### config.mk
export PLATFORM = sky130hd
export DESIGN_NAME = countdown_display
export DESIGN_NICKNAME = d
export VERILOG_FILES = /design/src/rtl/countdown_display.sv
export SDC_FILE = /design/constraint.sdc
export NUM_CORES = 1
export LEC_CHECK = 0
export BUFFER_PORTS_ARGS = -buffer_cell sky130_fd_sc_hd__clkbuf_2
export CAP_MARGIN = 10
export CORE_ASPECT_RATIO = 1.5
export CORE_UTILIZATION = 40
export CTS_CLUSTER_DIAMETER = 60
export CTS_CLUSTER_SIZE = 10
export DETAILED_ROUTE_END_ITERATION = 7
export SLEW_MARGIN = 5
export SYNTH_ARGS = -nofsm -noshare
export SYNTH_HDL_FRONTEND = slang
export SYNTH_SLANG_ARGS = --single-unit
### constraint.sdc
create_clock -name clock_in -period 4.4 [get_ports clock_in]
set_input_delay 0.22 -clock clock_in [delete_from_list [all_inputs] [get_ports clock_in]]
set_output_delay 0.22 -clock clock_in [all_outputs]
set_load 0.02 [all_outputs]
### src/rtl/countdown_display.sv
// Captures a binary count, converts it to BCD with a serial double-dabble engine and scans it
// onto a 4-digit multiplexed seven-segment display. Define ZERO_BLINK_EN to blink a zero value.
module countdown_display #(
  parameter int unsigned CNT_W       = 5,
  parameter int unsigned REFRESH_DIV = 100000,
  parameter int unsigned BLINK_DIV   = 250
) (
  input  logic             clock_in,
  input  logic             reset_n,
  input  logic [CNT_W-1:0] count_in,
  input  logic             count_valid,
  input  logic             blank,
  output logic [3:0]       anode_n,
  output logic [6:0]       seg_n,
  output logic             dp_n,
  output logic             busy,
  output logic             overflow
);

  localparam int unsigned CntBits = (CNT_W > 1) ? $clog2(CNT_W) : 1;
  localparam int unsigned RefW    = (REFRESH_DIV > 1) ? $clog2(REFRESH_DIV) : 1;

  typedef enum logic [1:0] {StIdle, StConvert, StCommit} state_e;

  state_e             state_q, state_d;
  logic [CNT_W-1:0]   bin_q, bin_d;
  logic [13:0]        value_q, value_d;
  logic [15:0]        bcd_q, bcd_d;
  logic [CntBits-1:0] bit_q, bit_d;
  logic [CNT_W-1:0]   pend_q, pend_d;
  logic               pend_vld_q, pend_vld_d;
  logic [15:0]        digits_q, digits_d;
  logic               overflow_q, overflow_d;
  logic [15:0]        adj;
  logic               unused_adj_msb;

  // Add 3 to every nibble >= 5 so the following shift yields a valid BCD digit.
  always_comb begin
    adj = bcd_q;
    for (int i = 0; i < 4; i++) begin
      if (bcd_q[4*i +: 4] >= 4'd5) begin
        adj[4*i +: 4] = bcd_q[4*i +: 4] + 4'd3;
      end
    end
  end
  assign unused_adj_msb = adj[15];

  always_comb begin
    state_d    = state_q;
    bin_d      = bin_q;
    value_d    = value_q;
    bcd_d      = bcd_q;
    bit_d      = bit_q;
    pend_d     = pend_q;
    pend_vld_d = pend_vld_q;
    digits_d   = digits_q;
    overflow_d = overflow_q;
    unique case (state_q)
      StIdle: begin
        if (count_valid) begin
          bin_d   = count_in;
          value_d = 14'(count_in);
          bcd_d   = '0;
          bit_d   = '0;
          state_d = StConvert;
        end
      end
      StConvert: begin
        bcd_d = {adj[14:0], bin_q[CNT_W-1]};
        bin_d = bin_q << 1;
        bit_d = bit_q + 1'b1;
        if (bit_q == CntBits'(CNT_W - 1)) begin
          state_d = StCommit;
        end
      end
      StCommit: begin
        digits_d   = bcd_q;
        overflow_d = (value_q > 14'd9999);
        if (pend_vld_q) begin
          bin_d      = pend_q;
          value_d    = 14'(pend_q);
          bcd_d      = '0;
          bit_d      = '0;
          pend_vld_d = 1'b0;
          state_d    = StConvert;
        end else begin
          state_d = StIdle;
        end
      end
      default: state_d = StIdle;
    endcase
    // A strobe landing on the commit cycle refills the slot the commit is draining.
    if (count_valid && (state_q != StIdle)) begin
      pend_d     = count_in;
      pend_vld_d = 1'b1;
    end
  end

  always_ff @(posedge clock_in or negedge reset_n) begin
    if (!reset_n) begin
      state_q    <= StIdle;
      bin_q      <= '0;
      value_q    <= '0;
      bcd_q      <= '0;
      bit_q      <= '0;
      pend_q     <= '0;
      pend_vld_q <= 1'b0;
      digits_q   <= '0;
      overflow_q <= 1'b0;
    end else begin
      state_q    <= state_d;
      bin_q      <= bin_d;
      value_q    <= value_d;
      bcd_q      <= bcd_d;
      bit_q      <= bit_d;
      pend_q     <= pend_d;
      pend_vld_q <= pend_vld_d;
      digits_q   <= digits_d;
      overflow_q <= overflow_d;
    end
  end

  assign busy     = (state_q != StIdle);
  assign overflow = overflow_q;
  assign dp_n     = 1'b1;

  logic [RefW-1:0] ref_q;
  logic [1:0]      idx_q;
  logic            ref_wrap;

  assign ref_wrap = (ref_q == RefW'(REFRESH_DIV - 1));

  always_ff @(posedge clock_in or negedge reset_n) begin
    if (!reset_n) begin
      ref_q <= '0;
      idx_q <= '0;
    end else if (ref_wrap) begin
      ref_q <= '0;
      idx_q <= idx_q + 2'd1;
    end else begin
      ref_q <= ref_q + 1'b1;
    end
  end

  logic       blink_off;

`ifdef ZERO_BLINK_EN
  localparam int unsigned BlinkW = (BLINK_DIV > 1) ? $clog2(BLINK_DIV) : 1;

  logic [BlinkW-1:0] blink_cnt_q;
  logic              blink_phase_q;
  logic              zero_shown;

  assign zero_shown = (digits_q == 16'd0) && !overflow_q;

  always_ff @(posedge clock_in or negedge reset_n) begin
    if (!reset_n) begin
      blink_cnt_q   <= '0;
      blink_phase_q <= 1'b0;
    end else if (!zero_shown) begin
      blink_cnt_q   <= '0;
      blink_phase_q <= 1'b0;
    end else if (ref_wrap) begin
      if (blink_cnt_q == BlinkW'(BLINK_DIV - 1)) begin
        blink_cnt_q   <= '0;
        blink_phase_q <= ~blink_phase_q;
      end else begin
        blink_cnt_q <= blink_cnt_q + 1'b1;
      end
    end
  end

  assign blink_off = blink_phase_q;
`else
  logic unused_blink_div;
  assign unused_blink_div = BLINK_DIV[0];
  assign blink_off        = 1'b0;
`endif

  logic [3:0] nz;
  logic [3:0] vis;
  logic [3:0] cur_digit;
  logic       show;
  logic [3:0] anode_d;
  logic [6:0] seg_d;

  always_comb begin
    for (int i = 0; i < 4; i++) begin
      nz[i] = (digits_q[4*i +: 4] != 4'd0);
    end
    // A digit lights only if it or a more significant digit is nonzero; digit 0 always lights.
    vis       = {nz[3], |nz[3:2], |nz[3:1], 1'b1};
    cur_digit = digits_q[{idx_q, 2'b00} +: 4];
    show      = (overflow_q || vis[idx_q]) && !blank && !blink_off;
    anode_d   = show ? ~(4'b0001 << idx_q) : 4'b1111;
    if (overflow_q) begin
      seg_d = 7'b0111111;
    end else begin
      unique case (cur_digit)
        4'd0:    seg_d = 7'b1000000;
        4'd1:    seg_d = 7'b1111001;
        4'd2:    seg_d = 7'b0100100;
        4'd3:    seg_d = 7'b0110000;
        4'd4:    seg_d = 7'b0011001;
        4'd5:    seg_d = 7'b0010010;
        4'd6:    seg_d = 7'b0000010;
        4'd7:    seg_d = 7'b1111000;
        4'd8:    seg_d = 7'b0000000;
        4'd9:    seg_d = 7'b0010000;
        default: seg_d = 7'b0111111;
      endcase
    end
  end

  always_ff @(posedge clock_in or negedge reset_n) begin
    if (!reset_n) begin
      anode_n <= 4'b1110;
      seg_n   <= 7'b1000000;
    end else begin
      anode_n <= anode_d;
      seg_n   <= seg_d;
    end
  end

endmodule

==> results.py <==
metrics = {
    "pwr": {
        "p_comb_frac": 0.334,
        "p_leak_uw": 0.002038,
        "sequentialPowerShare": 0.396,
        "clkPwrFrac": 0.270,
        "power_density_mw_per_mm2": 539.5,
        "p_sw_frac": 0.3505,
        "net-switching-power_uw": 837.1,
        "vdd_drop_max_mv": 0.5320,
        "internal-power_uw": 1551,
    },
    "yosys": {
        "async_flop_share": 1.000,
        "ys.warnings.count": 0,
        "ys.flop_type": "dfrtp_1",
        "syn-mean-instance-area_um2": 10.90,
        "ys_seq_elements": 78,
        "synth_cells": 367,
        "synth_edf_count": 0,
        "synth_nets": 400,
        "synth.distinct_cells": 45,
        "seq_area_frac_synth": 0.4891,
        "synth_area_mm2": 0.004001,
    },
    "route": {
        "vias": 2643,
        "ant_nets": 0,
        "firstDrtPassIters": 4,
        "met1_length_mm": 3.031,
        "vias_per_cell": 5.244,
        "met2_length_mm": 3.660,
        "wl_per_cell_um": 13.96,
        "drc": 0,
        "dr.first_iter.drc_count": 94,
        "wl_mm": 7.035,
        "highest_layer": "met4",
        "wl_met3_um": 190,
    },
    "finish": {
        "syn_to_final_growth_pct": 10.63,
        "final_util": 0.4569,
        "post_route_cells_drive_above_1_share": 0.1877,
        "nNetsFinal": 418,
        "insertedDiodeCount": 0,
        "stdcell_area_mm2": 0.004427,
        "fillCellCount": 913,
        "ff_latch_area_mm2": 0.001957,
        "multi_input_area_mm2": 0.001877,
    },
    "setup_path": {
        "worst-path-buf-inv": 2,
        "crit_family": "simple AND/OR/NAND/NOR gates",
        "path_class": "reg2reg",
        "worstPathRequired_ps": 4670,
        "crit_arrival_ps": 2830,
        "cpMaxStageDelayCell": "or3_1",
        "cpMostUsedCell": "nor3_1",
        "cp_slowest_stage_delay_ps": 640,
        "path_max_fanout": 24,
        "critical_path.cell_chain": "inv_1, ha_1, nor3_1, or3_1, buf_4, nor3_1, a22o_1",
        "crit_path_start_kind": "flip-flop",
        "worstSetupEndpointType": "flip-flop",
    },
    "global_route": {
        "grt_usage": 0.1487,
        "antenna_found_initial": 0,
        "grt_max_degree": 79,
        "grt_pass1_vias": 2724,
        "globalRoute.totalOverflow": 0,
        "grt_pass1_wl_mm": 12.36,
    },
    "clocking": {
        "tritoncts": "done",
        "cts_buffers": 9,
        "clock_tree.root_cell": "clkbuf_16",
        "post_cts_resized": 0,
        "cts_post_setup_buffers_inserted": 0,
        "cts-hold-fix-buffers": 0,
        "clock_latency_ps": 330,
        "clkTransAtPathRegs_ps": 60,
        "h-tree-depth": 3,
        "clockBufferDepth": 2,
        "cts.sinks": 78,
    },
    "sta": {
        "final_hold_viol_count": 0,
        "period_needed_ps": 2564,
        "fin_hold_ws_ps": 58.59,
        "slew_violations": 0,
        "max_freq_ghz": 0.3901,
        "rsz0062_at_grt": "no",
        "fin_skew_ps": 6.707,
        "relSlewSlack": 0.3559,
        "period_share": 0.5826,
        "finalSetupViolations": 0,
        "fin_setup_tns_ps": 0,
        "tightest_slew_ps": 966.1,
    },
    "run": {
        "drv_cap": 0,
    },
    "floorplanning": {
        "dieHeight_um": 124.5,
        "die_w_um": 83.67,
        "initial_core_util": 0.4130,
        "row_count": 44,
        "io_pins": 23,
        "core_area_mm2": 0.009689,
        "dieArea_mm2": 0.01042,
    },
    "status": {
        "status": "complete, no violations",
    },
    "hold_path": {
        "min_path_type": "in2async",
    },
    "place": {
        "hpwl_mm": 4.907,
        "dpl_cell_area_mm2": 0.004174,
        "io_buffer_count": 20,
        "gp_congestion": 0.7639,
    },
}
## final timing paths
check	start	endpoint	slack, ps	cells past startpoint
max	state_q[1]$_DFFE_PN0P_	bcd_q[4]$_DFFE_PN0P_	1840	7
min	reset_n	seg_n[2]$_DFF_PN0_	60	1
max reg2reg	state_q[1]$_DFFE_PN0P_	bcd_q[4]$_DFFE_PN0P_	1840	7
min reg2reg	bin_q[4]$_DFFE_PN0P_	bin_q[4]$_DFFE_PN0P_	490	2
max in group asynchronous	reset_n	bin_q[2]$_DFFE_PN0P_	3730	1
min in group clock_in	count_in[1]	pend_q[1]$_DFFE_PN0P_	130	2
## synthesized netlist by cell type (4+ instances only)
master	count	area (µm²)
a21oi_1	11	55.05
a22o_1	8	70.07
a22oi_1	6	45.04
buf_2	5	25.02
dfrtp_1	74	1852
dfstp_2	4	105.1
ha_1	24	300.3
inv_1	21	78.83
mux2_2	28	315.3
mux2i_1	4	40.04
mux4_2	4	90.09
nand2_1	39	146.4
nand2b_1	5	31.28
nand3_1	5	25.02
nand4_1	4	25.02
nor2_1	20	75.07
nor3_1	12	60.06
o21ai_0	29	145.1
xnor2_1	13	113.9
xor2_1	9	78.83
## per-layer routing
| layer | track usage | vias to the layer above |
|---|---|---|
| li1 | - | 1314 |
| met1 | 0.1651 | 1288 |
| met2 | 0.2626 | 32 |
| met3 | 0.03777 | 9 |
| met4 | 0.06979 | 0 |
| met5 | 0 | - |
## layout by cell type (no fill, tap or decap), types with 5 or more instances in the layout
master	count
nor2_1	20
xor2_1	9
nand2b_1	5
clkbuf_2	19
a22oi_1	6
dfrtp_1	74
ha_1	24
nand3_1	5
xnor2_1	13
nor3_1	12
o21ai_0	29
a22o_1	8
nand2_1	39
a21oi_1	11
clkbuf_16	9
inv_1	21
mux2_2	28
## metrics by stage
step / setup WS, ps / instances / total power (µW)
finish: 1836 / 504 / 2388
global route: 1576 / 504 / 2571
CTS: 1813 / 504 / 2425
detailed placement: 1826 / 489 / 1770
global placement: 1877 / 489 / 1746
floorplan: 2549 / 367 / 1588
## cells by family after synthesis
kind of cell	synth area share
simple gates	0.1304
xor+xnor	0.04816
mux	0.1113
compound gates	0.1023
flops	0.4891
other cells	0.001877
buf+inv	0.04190
fa+ha+maj	0.07505
## area by class of cell
type	instances	area share
inverter	21	0.01781
sequential	78	0.4421
tap	115	0.03250
clock inverter	2	0.002826
clock buffer	13	0.05427
multi-input combinational	253	0.4240
timing repair buffer	22	0.02657
## sequential cells by signal, indices dropped and copies added (netlist names), 3 cells and up
register / cells
bcd_q: 16
digits_q: 16
ref_q: 17
anode_n: 4
pend_q: 5
bit_q: 3
bin_q: 5
seg_n: 7
## power by group through the flow
stage,Sequential (µW),Combinational (µW),Clock (µW)
floorplan,957,631,0
global placement,953,793,0
detailed placement,955,814,0
CTS,944,813,668
global route,960,908,704
finish,945,798,645
(Power assumes the default switching activity.)
